==> config.mk <==
export PLATFORM = sky130hd
export DESIGN_NAME = hex_scan_driver
export DESIGN_NICKNAME = d
export VERILOG_FILES = /design/src/rtl/hex_pkg.sv /design/src/rtl/hex_to_seg7.sv /design/src/rtl/hex_scan_driver.sv
export SDC_FILE = /design/constraint.sdc
export NUM_CORES = 1
export LEC_CHECK = 0
export BUFFER_PORTS_ARGS = -buffer_cell sky130_fd_sc_hd__buf_2
export CAP_MARGIN = 20
export CORE_ASPECT_RATIO = 1.25
export CORE_MARGIN = 2
export CORE_UTILIZATION = 45
export CTS_CLUSTER_DIAMETER = 120
export CTS_CLUSTER_SIZE = 28
export DETAILED_ROUTE_END_ITERATION = 7
export GPL_TIMING_DRIVEN = 0
export MAX_ROUTING_LAYER = met4
export PLACE_DENSITY_LB_ADDON = 0.08
export SETUP_SLACK_MARGIN = 0.2
export SLEW_MARGIN = 20
export SYNTH_ARGS = -nofsm -noshare
export SYNTH_HDL_FRONTEND = slang
export SYNTH_SLANG_ARGS = --single-unit
==> constraint.sdc <==
create_clock -name clock -period 7.07 [get_ports clock]
set_clock_uncertainty 0.2 [all_clocks]
set_input_delay 1.414 -clock clock [delete_from_list [all_inputs] [get_ports clock]]
set_output_delay 1.414 -clock clock [all_outputs]
set_load 0.02 [all_outputs]
==> src/rtl/hex_pkg.sv <==
// rtl/hex_pkg.sv - shared constants for the multiplexed hex display driver
// Contents: digit count, index width, active-low segment codes for 0..F,
// blank code, and a helper that finds the most significant nonzero nibble.
package hex_pkg;

    localparam int NUM_DIGITS = 8;
    localparam int IDX_W      = 3;

    // Active-low segment codes, bit0=a .. bit6=g, indexed by nibble value.
    localparam logic [6:0] SEG_TABLE [16] = '{
        7'h40, 7'h79, 7'h24, 7'h30, 7'h19, 7'h12, 7'h02, 7'h78,
        7'h00, 7'h10, 7'h08, 7'h03, 7'h46, 7'h21, 7'h06, 7'h0E
    };

    localparam logic [6:0] SEG_BLANK = 7'h7F;

    // Index of the highest nonzero nibble; 0 when the word is all zeros so
    // that digit 0 is never treated as a leading zero.
    function automatic logic [IDX_W-1:0] msd_index(input logic [4*NUM_DIGITS-1:0] word);
        logic [IDX_W-1:0] r;
        r = '0;
        for (int k = 1; k < NUM_DIGITS; k++) begin
            if (word[4*k +: 4] != 4'h0) begin
                r = k[IDX_W-1:0];
            end
        end
        return r;
    endfunction

endpackage

==> src/rtl/hex_to_seg7.sv <==
// rtl/hex_to_seg7.sv - combinational nibble to active-low 7-segment decoder
// Ports: nibble (4-bit value 0..F) -> seg_n (7-bit active-low, bit0=a .. bit6=g)
module hex_to_seg7
    import hex_pkg::*;
(
    input  logic [3:0] nibble,
    output logic [6:0] seg_n
);

    assign seg_n = SEG_TABLE[nibble];

endmodule

==> src/rtl/hex_scan_driver.sv <==
// rtl/hex_scan_driver.sv - 8-digit multiplexed hex display scanner with tear-free updates
// Ports: clock, reset_n (async active-low); data_in/load_valid/load_ready word
// handshake into a one-entry pending register; blank_lz leading-zero suppression;
// seg_n (active-low segments), dig_sel_n (active-low one-hot digit enable),
// frame_done (one-cycle pulse after each full 8-digit scan).
module hex_scan_driver
    import hex_pkg::*;
#(
    parameter int CLK_DIV = 50000
) (
    input  logic                    clock,
    input  logic                    reset_n,
    input  logic [4*NUM_DIGITS-1:0] data_in,
    input  logic                    load_valid,
    output logic                    load_ready,
    input  logic                    blank_lz,
    output logic [6:0]              seg_n,
    output logic [NUM_DIGITS-1:0]   dig_sel_n,
    output logic                    frame_done
);

    localparam int              PW         = $clog2(CLK_DIV);
    localparam logic [PW-1:0]   PRESC_LAST = PW'(CLK_DIV - 1);
    localparam logic [IDX_W-1:0] IDX_LAST  = IDX_W'(NUM_DIGITS - 1);

    logic [PW-1:0]           presc, presc_nxt;
    logic [IDX_W-1:0]        idx, idx_nxt;
    logic [4*NUM_DIGITS-1:0] shown, shown_nxt;
    logic [4*NUM_DIGITS-1:0] pending;
    logic                    pend_full, pend_full_nxt;
    logic                    tick, boundary, load_fire;
    logic [3:0]              nibble;
    logic [6:0]              seg_code;
    logic                    lz_blank;
    logic [6:0]              seg_nxt;
    logic [NUM_DIGITS-1:0]   dig_nxt;

    assign load_ready = ~pend_full;

    // Outputs are computed from next-state values and registered, so the
    // registered seg_n/dig_sel_n always agree with the registered prescaler
    // and index while having no combinational path from any input.
    always_comb begin
        tick          = (presc == PRESC_LAST);
        boundary      = tick && (idx == IDX_LAST);
        presc_nxt     = tick ? '0 : presc + 1'b1;
        idx_nxt       = tick ? idx + 1'b1 : idx;
        load_fire     = load_valid && !pend_full;
        // The shown word only changes on the frame boundary, so no digit tears.
        shown_nxt     = (boundary && pend_full) ? pending : shown;
        pend_full_nxt = load_fire || (pend_full && !boundary);
        nibble        = shown_nxt[4*idx_nxt +: 4];
        lz_blank      = blank_lz && (idx_nxt > msd_index(shown_nxt));
        seg_nxt       = lz_blank ? SEG_BLANK : seg_code;
        // Blank cycle at prescaler 0 stops ghosting while the digit switches.
        dig_nxt       = (presc_nxt == '0) ? '1 : ~(NUM_DIGITS'(1) << idx_nxt);
    end

    hex_to_seg7 u_dec (
        .nibble (nibble),
        .seg_n  (seg_code)
    );

    always_ff @(posedge clock or negedge reset_n) begin
        if (!reset_n) begin
            presc      <= '0;
            idx        <= '0;
            shown      <= '0;
            pending    <= '0;
            pend_full  <= 1'b0;
            seg_n      <= SEG_BLANK;
            dig_sel_n  <= '1;
            frame_done <= 1'b0;
        end else begin
            presc      <= presc_nxt;
            idx        <= idx_nxt;
            shown      <= shown_nxt;
            pend_full  <= pend_full_nxt;
            if (load_fire) begin
                pending <= data_in;
            end
            seg_n      <= seg_nxt;
            dig_sel_n  <= dig_nxt;
            frame_done <= boundary;
        end
    end

endmodule
==> impl_metrics.py, run 1 <==
metrics = {
    "synthesis": {
        "synthesis.nets": 476,
        "ys_ff_latch": 100,
        "synth_compound_area_frac": 0.0718,
        "yosysSeqAreaShare": 0.506,
        "synth-async-reset-ratio": 1.00,
        "synth_area_leaders": "dfrtp_1, mux2_2, dfstp_2",
        "postSynthAreaPerCell_um2": 11.7,
        "synth_edf_count": 0,
        "synth_top_area_frac": 0.426,
        "synthCells": 428,
        "ys_types": 57,
        "synth_top_family_by_area": "multiplexers",
        "synthAdderAreaFrac": 0.0301,
        "yosys.area_share.simple": 0.127,
        "ys.flop_type": "dfrtp_1",
        "synthesis.area_um2": 4990,
        "yosysTopAreaCell": "dfrtp_1",
        "synthXorXnorAreaFrac": 0.0406,
        "yosys_warnings": 0,
        "synthMuxAreaShare": 0.181,
    },
    "clock_tree": {
        "post-cts-setup-buffers": 0,
        "ctsHoldBuffers": 0,
        "ctsLongestPathBuffers": 2,
        "clk_latency_ns": 0.34,
        "clk_pin_slew_worst_paths_ns": 0.07,
        "cts_root_buf": "clkbuf_16",
        "ctsResizeCount": 0,
        "cts_buffers": 9,
        "cts_tree": "built",
        "clock_sinks": 100,
        "htree_num_levels": 3,
    },
    "sta": {
        "finalHoldViolCount": 0,
        "fin_crit_sh": 0.855,
        "final-setup-viol-count": 0,
        "tightest_slew_ns": 0.884,
        "fin_crit_ns": 6.05,
        "rsz0062_at_grt": "no",
        "setup_tns_ns": 0,
        "relSlewSlack": 0.395,
        "max_freq_ghz": 0.165,
        "drv_slew": 0,
    },
    "critical_path": {
        "critical_path.most_common_cell": "or4_1",
        "r2r-start": "presc[5]$_DFF_PN0_",
        "cp_max_fo": 10,
        "arrival_ns": 6.12,
        "critPathLaunch": "presc[5]$_DFF_PN0_",
        "path_delay_family": "simple AND/OR/NAND/NOR gates",
        "cp_cell_sequence": "or4b_4, or4_4, buf_6, nor2_2, buf_2, buf_1, mux2_2, or4_1, nor4_1, ha_1, nand3_1, nand2_1, a21oi_1, or4_1, o311a_1",
        "slowest_stage": "a21oi_1",
        "end_kind": "register",
        "crit_path_start_kind": "register",
        "worstSetupPathType": "reg2reg",
        "cp.required_ns": 7.15,
        "crit_buf_inv": 3,
        "slowest_delay_ns": 0.70,
    },
    "die": {
        "die_area_um2": 11900,
        "core_um2": 11000,
        "die_y_um": 122,
        "num_rows": 43,
        "dieWidth_um": 98.2,
        "ios": 53,
        "initial_utilization": 0.454,
    },
    "cells_and_area": {
        "instances_no_fill": 632,
        "drive_gt1_frac": 0.290,
        "area_growth_pct": 15.9,
        "nets": 540,
        "antennaDiodeCount": 0,
    },
    "power_and_ir_drop": {
        "powerDensity_nw_per_um2": 205,
        "leakage_nw": 2.82,
        "peakVddDrop_v": 0.000120,
    },
    "drt": {
        "drc_errors": 0,
        "first_pass_iters": 4,
        "wl_per_cell_um": 16.9,
        "vias": 3443,
        "ant_nets": 0,
        "drt_iter0_drc": 147,
        "wl_um": 10700,
        "vias_per_cell": 5.45,
    },
    "placed_design": {
        "io_buffer_count": 52,
        "place_congestion": 0.875,
        "dp.cells": 616,
        "hpwlAfterDp_um": 7820,
    },
    "global_routing": {
        "grt_start_max_net_pins": 57,
        "grt_first_pass_wirelength_um": 17900,
        "grt.total_usage": 0.195,
        "antenna_found_initial": 0,
        "gr-total-overflow": 0,
        "grt_pass1_vias": 3534,
    },
    "worst_hold_path": {
        "min-delay-start": "shown[1]$_DFF_PN0_",
        "hold_path.class": "reg2reg",
    },
    "outcome": {
        "outcome": "complete, no violations",
    },
    "flow_run": {
        "maxCapViolCount": 0,
    },
}
-- cells in the mapped netlist (all sizes together), types with 6 or more instances --
master  number
a211oi       8
a21oi        6
and2         9
buf         13
clkbuf       9
dfrtp       85
dfstp       15
ha          12
inv         27
mux2        42
mux2i       31
nand2       23
nand3       23
nor2        21
nor2b        6
o21ai       10
xnor2       11
xor2        10
-- area by class of cell --
class	count	area [µm²]
buffer	22	109
clock buffer	10	239
clock inverter	6	86.3
fill	990	5190
inverter	28	108
multi-input combinational	278	2260
sequential	100	2520
tap	135	169
timing repair buffer	53	294
-- routing by layer --
layer,track usage,vias to the layer above,routed length [µm]
li1,-,1657,-
met3,0.0338,14,303
met1,0.246,1706,4740
met4,0.0719,0,238
met2,0.319,66,5390
met5,-,-,0
-- logic make-up (layout without fill, tap and decap cells) --
| family | count (synthesis) | in the layout |
|---|---|---|
| xor+xnor | 21 | 21 |
| flops | 100 | 100 |
| mux | 78 | 78 |
| compound gates | 49 | 49 |
| buf+inv | 50 | 119 |
| simple gates | 118 | 118 |
| fa+ha+maj | 12 | 12 |
-- path summary, 6_finish.rpt --
check / slack, ns / to / cells after the start
setup / recovery: 1.02 / seg_n[0]$_DFF_PN1_ / 15
hold / removal: 0.29 / shown[1]$_DFF_PN0_ / 2
setup reg to reg: 1.02 / seg_n[0]$_DFF_PN1_ / 15
hold reg to reg: 0.29 / shown[1]$_DFF_PN0_ / 2
max in group asynchronous: 5.21 / seg_n[1]$_DFF_PN1_ / 2
min in group asynchronous: 0.80 / presc[3]$_DFF_PN0_ / 1
-- flip-flops by register name, summed over array words and instances, names as in the netlist --
signal	count
pending	32
shown	32
presc	16
dig_sel_n	8
seg_n	7
idx	3
frame_done	1
pend_full	1
-- tightest hold or removal path, stage by stage (launching register included) --
cell and delay [ns]:
dfrtp_1 0.33, mux2i_1 0.08, inv_1 0.06
-- metrics by stage --
| stage | instance area [µm²] | util | total power [mW] | worst slack (ns) | hold WS (ns) |
|---|---|---|---|---|---|
| 2_1_floorplan | 4990 | - | 0.633 | 1.81 | 0.240 |
| 3_3_place_gp | 5420 | 0.494 | 0.661 | 1.07 | 0.266 |
| 3_5_place_dp | 5450 | 0.497 | 0.665 | 1.10 | 0.281 |
| 4_1_cts | 5780 | 0.526 | 1.20 | 1.04 | 0.297 |
| 5_1_grt | 5780 | 0.527 | 1.23 | 0.712 | 0.312 |
| 6_report | 5780 | 0.527 | 1.19 | 1.02 | 0.293 |
-- layout by cell type, fill, tap and decap left out, types with 10 or more instances in the layout --
| cell | Yosys | final |
|---|---|---|
| buf_2 | 3 | 54 |
| dfrtp_1 | 85 | 85 |
| dfstp_2 | 15 | 15 |
| ha_1 | 12 | 12 |
| inv_1 | 26 | 26 |
| mux2_2 | 42 | 42 |
| mux2i_1 | 31 | 31 |
| nand2_1 | 23 | 23 |
| nand3_1 | 23 | 23 |
| nor2_1 | 20 | 20 |
| o21ai_0 | 10 | 10 |
| xnor2_1 | 10 | 10 |
| xor2_1 | 10 | 10 |
-- power by group --
| group | switching [mW] | internal [mW] |
|---|---|---|
| clock | 0.216 | 0.320 |
| combinational | 0.0186 | 0.0256 |
| sequential | 0.0140 | 0.594 |
| total | 0.248 | 0.939 |
Power figures use the tool's default switching activity.
==> run 2, diff against run 1 <==
--- a/config.mk
+++ b/config.mk
@@ -5,6 +5,7 @@
 export SDC_FILE = /design/constraint.sdc
 export NUM_CORES = 1
 export LEC_CHECK = 0
+export ABC_AREA = 1
 export BUFFER_PORTS_ARGS = -buffer_cell sky130_fd_sc_hd__buf_2
 export CAP_MARGIN = 20
 export CORE_ASPECT_RATIO = 1.25
==> run 2 against run 1 <==
  * Synthesized cell count rose by 44%
  * Critical endpoint is now seg_n[4]$_DFF_PN1_
  * Area after synthesis rose by 5.6%
  * Non-clock buffer count fell by 11
  * Count of clock-buffer cells in the layout did not move
  * First-iteration DRC count fell by 5.4%
  * Global-route usage rose by 1.5 points
  * Sequential share of layout area fell by 1.7 points
  * Highest routed layer unchanged
  * Sequential power fell by 2%
  * Core utilization fell by 0.38 points
  * Via count rose by 18%
==> impl_metrics.py, run 2 <==
metrics = {
    "synthesis": {
        "yosysSeqAreaShare": 0.479,
        "yosys_warnings": 0,
        "synth_edf_count": 0,
        "synthCells": 617,
        "synthXorXnorAreaFrac": 0.00166,
        "synth_top_area_frac": 0.404,
        "synth_area_leaders": "dfrtp_1, nand2_1, dfstp_2",
        "synthesis.nets": 665,
        "yosys-top-cells-count": "nand2_1, dfrtp_1, inv_1",
        "synthMuxAreaShare": 0.0428,
        "synth_compound_area_frac": 0.0506,
        "ys_types": 37,
        "yosysTopAreaCell": "dfrtp_1",
        "postSynthAreaPerCell_um2": 8.54,
        "yosys.area_share.simple": 0.327,
        "synth.most_common_cell": "nand2_1",
        "ys_ff_latch": 100,
        "ys.flop_type": "dfrtp_1",
        "synth_top_family_by_area": "simple AND/OR/NAND/NOR gates",
        "synth-async-reset-ratio": 1.00,
        "synthAdderAreaFrac": 0.0285,
        "synthesis.area_um2": 5270,
    },
    "clock_tree": {
        "cts_tree": "built",
        "clock_sinks": 100,
        "ctsHoldBuffers": 0,
        "clk_latency_ns": 0.34,
        "post-cts-setup-buffers": 0,
        "cts_root_buf": "clkbuf_16",
        "ctsResizeCount": 0,
        "htree_num_levels": 3,
        "cts_buffers": 9,
        "clk_pin_slew_worst_paths_ns": 0.07,
        "ctsLongestPathBuffers": 2,
    },
    "drt": {
        "drc_errors": 0,
        "wl_um": 11800,
        "drt_iter0_drc": 139,
        "vias_per_cell": 4.92,
        "first_pass_iters": 6,
        "ant_nets": 0,
        "vias": 4057,
        "wl_per_cell_um": 14.3,
    },
    "critical_path": {
        "cp_max_fo": 10,
        "cp.required_ns": 7.13,
        "end_kind": "register",
        "arrival_ns": 3.54,
        "worstSetupPathType": "reg2reg",
        "crit_path_start_kind": "register",
    },
    "die": {
        "die_y_um": 125,
        "core_um2": 11500,
        "ios": 53,
        "initial_utilization": 0.458,
        "die_area_um2": 12600,
        "dieWidth_um": 101,
        "num_rows": 44,
    },
    "sta": {
        "final-setup-viol-count": 0,
        "drv_slew": 0,
        "relSlewSlack": 0.561,
        "max_freq_ghz": 0.288,
        "fin_crit_sh": 0.492,
        "whs_ns": 0.288,
        "fin_crit_ns": 3.48,
        "setup_tns_ns": 0,
        "rsz0062_at_grt": "no",
        "finalHoldViolCount": 0,
        "tightest_slew_ns": 0.659,
    },
    "power_and_ir_drop": {
        "peakVddDrop_v": 0.000105,
        "powerDensity_nw_per_um2": 184,
        "leakage_nw": 3.31,
    },
    "global_routing": {
        "gr-total-overflow": 0,
        "grt_pass1_vias": 4095,
        "grt_start_max_net_pins": 56,
        "antenna_found_initial": 0,
        "grt_first_pass_wirelength_um": 20100,
        "grt.total_usage": 0.210,
    },
    "cells_and_area": {
        "fillers": 1111,
        "drive_gt1_frac": 0.273,
        "reg_top3": "pending: 32 flops, shown: 32 flops, presc: 16 flops",
        "nets": 729,
        "multi_input_area_um2": 2370,
        "final-seq-area_um2": 2520,
        "antennaDiodeCount": 0,
        "layout_common_cells": "nand2_1, dfrtp_1, inv_1, nor2_1, buf_2",
        "area_growth_pct": 14.2,
        "final_common_cell": "nand2_1",
    },
    "placed_design": {
        "hpwlAfterDp_um": 9150,
        "place_congestion": 0.912,
        "io_buffer_count": 52,
    },
    "worst_hold_path": {
        "hold_path.class": "reg2reg",
    },
    "outcome": {
        "outcome": "complete, no violations",
    },
    "flow_run": {
        "maxCapViolCount": 0,
    },
}
run 2: changes by cell type after synthesis, moves of 10 or more:
cell / previous run / this run
nand2_2: 0 / 24
nand2_1: 23 / 168
a21oi_1: 6 / 17
nand3_1: 23 / 40
nor2_1: 20 / 69
inv_1: 26 / 70
xnor2_1: 10 / 0
mux2i_1: 31 / 0
mux2_2: 42 / 20
run 2: through the flow:
stage	total power, mW	area [µm²]	util	setup WS, ns	cells
final	1.10	6020	0.523	3.59	824
after global routing	1.15	6020	0.523	3.25	824
after CTS	1.12	6020	0.523	3.55	824
after detailed placement	0.648	5730	0.498	3.59	808
after global placement	0.644	5700	0.495	3.34	807
after floorplan	0.619	5270	-	4.12	617
run 2: logic make-up after synthesis:
| family | after synthesis |
|---|---|
| simple gates | 352 |
| flops | 100 |
| buf+inv | 91 |
| compound gates | 41 |
| mux | 20 |
| fa+ha+maj | 12 |
| xor+xnor | 1 |
run 2: final timing paths:
| check | startpoint | to | slack [ns] | cells past startpoint |
|---|---|---|---|---|
| min in group asynchronous | reset_n | pending[30]$_DFFE_PN0P_ | 0.79 | 1 |
| min reg2reg | shown[2]$_DFF_PN0_ | shown[2]$_DFF_PN0_ | 0.29 | 2 |
| min | shown[2]$_DFF_PN0_ | shown[2]$_DFF_PN0_ | 0.29 | 2 |
| max in group asynchronous | reset_n | seg_n[4]$_DFF_PN1_ | 5.21 | 2 |
| max reg2reg | presc[0]$_DFF_PN0_ | seg_n[4]$_DFF_PN1_ | 3.59 | 18 |
| max | presc[0]$_DFF_PN0_ | seg_n[4]$_DFF_PN1_ | 3.59 | 18 |
run 2: power breakdown:
group / leakage [nW] / total (mW) / internal, mW / switching (mW)
clock: 0.136 / 0.469 / 0.246 / 0.223
sequential: 1.26 / 0.595 / 0.588 / 0.00748
combinational: 1.91 / 0.0405 / 0.0182 / 0.0223
total: 3.31 / 1.10 / 0.852 / 0.253
run 2: final cells by class:
cell class | count | area share
Buffer | 11 | 0.0123
Clock buffer | 10 | 0.0381
Clock inverter | 6 | 0.00894
Inverter | 80 | 0.0501
Multi-Input combinational cell | 426 | 0.394
Sequential cell | 100 | 0.419
Tap cell | 138 | 0.0287
Timing Repair Buffer | 53 | 0.0489
run 2: critical path, stage by stage, from the launching register on:
cell and delay [ns]:
dfrtp_1 0.38, ha_1 0.23, nand3_4 0.14, nor2_2 0.18, nand4_2 0.14, buf_6 0.18
buf_6 0.14, nand2_1 0.06, nand2_1 0.14, nor4_2 0.38, nand2_1 0.14, nor3_2 0.15
ha_1 0.28, nand2_1 0.08, nor2_1 0.04, a211oi_1 0.18, nor2_1 0.12, inv_1 0.13
nand3_1 0.10
run 2: routing by layer:
metal  GRT usage  part of all wire
met5           -                 0
met4      0.0677             0.021
met3      0.0302             0.024
met2       0.351              0.52
met1       0.261              0.43
==> run 3, diff against run 2 <==
==> constraint.sdc (replaced) <==
create_clock -name clock -period 3.45 [get_ports clock]
set_clock_uncertainty 0.2 [all_clocks]
set_input_delay 0.69 -clock clock [delete_from_list [all_inputs] [get_ports clock]]
set_output_delay 0.69 -clock clock [all_outputs]
set_load 0.02 [all_outputs]
==> run 3 against run 2 <==
  * Cell count up 4.4%
  * Sequential cell count stayed put
  * Core utilization increased by 4.8 points
  * Die area is the same
  * Hold slack worse by 0.23 ns
  * Routed wire length grew 5.6%
  * First-iteration DRC count up 5.0%
==> impl_metrics.py, run 3 (synthesized netlist as in run 2, its figures left out) <==
metrics = {
    "critical_path": {
        "cp.required_ns": 3.52,
        "path_delay_family": "simple AND/OR/NAND/NOR gates",
        "end_kind": "register",
        "arrival_ns": 3.16,
        "crit_buf_inv": 4,
        "cp_max_fo": 7,
        "slowest_delay_ns": 0.37,
        "worstSetupPathType": "reg2reg",
        "r2r-start": "idx[1]$_DFF_PN0_",
        "slowest_stage": "dfrtp_1",
        "critPathLaunch": "idx[1]$_DFF_PN0_",
        "crit_path_start_kind": "register",
        "critical_path.most_common_cell": "nor2_1",
        "cp_cell_sequence": "ha_2, ha_4, buf_6, nand4_4, buf_8, buf_12, nand2_4, o21ai_4, nor2_2, nand4_1, nor2_1, a21oi_2, ha_1, nand2_1, nor2_1, a211oi_2, nor2_4, inv_4, nand3_2",
    },
    "clock_tree": {
        "clk_latency_ns": 0.35,
        "cts_buffers": 9,
        "ctsLongestPathBuffers": 2,
        "htree_num_levels": 3,
        "cts_tree": "built",
        "cts_root_buf": "clkbuf_16",
        "clock_sinks": 100,
        "clk_pin_slew_worst_paths_ns": 0.08,
    },
    "die": {
        "dieWidth_um": 101,
        "initial_utilization": 0.458,
        "die_area_um2": 12600,
        "die_y_um": 125,
        "num_rows": 44,
        "ios": 53,
        "core_um2": 11500,
    },
    "placed_design": {
        "dp_slack_ns": -0.0341,
        "hpwlAfterDp_um": 9150,
        "dpl_cell_area_um2": 5730,
        "place_congestion": 0.912,
        "io_buffer_count": 52,
    },
    "flow_run": {
        "maxCapViolCount": 0,
    },
    "worst_hold_path": {
        "hold_path.class": "in2async",
    },
    "cells_and_area": {
        "fillers": 1052,
        "layout_common_cells": "nand2_1, dfrtp_1, inv_1, nor2_1, buf_2",
        "antennaDiodeCount": 0,
        "fin_area_um2": 6570,
        "reg_top3": "pending: 32 flops, shown: 32 flops, presc: 16 flops",
        "nets": 765,
        "drive_gt1_frac": 0.349,
        "area_growth_pct": 24.8,
        "fin_util": 0.571,
        "final_common_cell": "nand2_1",
    },
    "global_routing": {
        "grt.met3_usage": 0.0307,
        "grt_first_pass_wirelength_um": 20900,
        "gr-total-overflow": 0,
        "grt_pass1_vias": 4297,
        "antenna_found_initial": 0,
        "grt_util_met1": 0.266,
        "grt.total_usage": 0.218,
        "busiest_layer": "met2",
        "grt.met2_usage": 0.366,
        "grt_start_max_net_pins": 56,
    },
    "drt": {
        "ant_nets": 0,
        "drt_iter0_drc": 146,
        "first_pass_iters": 5,
        "vias": 4238,
        "wl_per_cell_um": 14.5,
        "wl_um": 12500,
        "drc_errors": 0,
        "vias_per_cell": 4.93,
    },
    "outcome": {
        "outcome": "complete, no violations",
    },
    "sta": {
        "rsz0062_at_grt": "yes",
        "final-setup-viol-count": 0,
        "finalHoldViolCount": 0,
        "fin_crit_ns": 3.09,
        "worst_slack_ns": 0.362,
        "fin_crit_sh": 0.895,
        "max_freq_ghz": 0.324,
        "tightest_slew_ns": 0.648,
        "drv_slew": 0,
        "setup_tns_ns": 0,
        "relSlewSlack": 0.568,
    },
    "power_and_ir_drop": {
        "leakage_nw": 3.58,
        "peakVddDrop_v": 0.000217,
        "powerDensity_nw_per_um2": 346,
    },
}
-- run 3: cell types whose count changed in the layout (fill, tap and decap cells not counted), sizes merged --
cell | before | now
clkbuf | 15 | 16
buf | 59 | 94
-- run 3: cell type report --
type                            instances  area (µm²)  area share
Buffer                                 11         101      0.0154
Clock buffer                           10         229      0.0348
Clock inverter                          6        53.8     0.00818
Inverter                               80         307      0.0466
Multi-Input combinational cell        426        2590       0.394
Sequential cell                       100        2520       0.384
Tap cell                              138         173      0.0263
Timing Repair Buffer                   89         598      0.0910
-- run 3: through the flow --
step                      cells  power [mW]  hold WS (ns)
after global placement      807        1.32         0.267
after global routing        860        2.37        0.0892
after floorplan             617        1.27         0.194
final                       860        2.27        0.0590
after CTS                   848        2.30        0.0797
after detailed placement    808        1.33         0.270
-- run 3: layer usage --
layer	vias up	routed length [µm]
met3	17	436
li1	2146	-
met5	-	0
met1	2006	5110
met4	0	242
met2	69	6680
-- run 3: path summary, 6_finish.rpt --
kind | end | slack, ns | cells after the start
max | seg_n[4]$_DFF_PN1_ | 0.36 | 19
max in group asynchronous | seg_n[4]$_DFF_PN1_ | 2.32 | 2
min reg2reg | shown[18]$_DFF_PN0_ | 0.29 | 2
min in group clock | shown[18]$_DFF_PN0_ | 0.29 | 2
max reg2reg | seg_n[4]$_DFF_PN1_ | 0.36 | 19
min | pending[30]$_DFFE_PN0P_ | 0.06 | 1
-- run 3: worst reg2reg max path: stages (launching register included) --
cell and delay (ns):
dfrtp_1 0.37, ha_2 0.20, ha_4 0.13, buf_6 0.12
nand4_4 0.11, buf_8 0.17, buf_12 0.14, nand2_4 0.06
o21ai_4 0.05, nor2_2 0.11, nand4_1 0.19, nor2_1 0.21
a21oi_2 0.09, ha_1 0.30, nand2_1 0.06, nor2_1 0.04
a211oi_2 0.22, nor2_4 0.09, inv_4 0.09, nand3_2 0.06
-- run 3: where the power goes --
part	total, mW	internal (mW)	switching, mW	leakage [nW]
sequential	1.22	1.20	0.0153	1.26
combinational	0.0835	0.0373	0.0462	2.19
clock	0.971	0.504	0.467	0.136
total	2.27	1.75	0.529	3.58
-- run 3: repair_timing --
item                                    4_1_cts  5_1_grt
pin swaps                                    19       24
hold buffers                                  0        0
gates cloned                                  0        1
buffers inserted                             24       11
endpoints found under the setup margin        7        7
resized for setup                            28       30
endpoints found under the hold margin         0        0
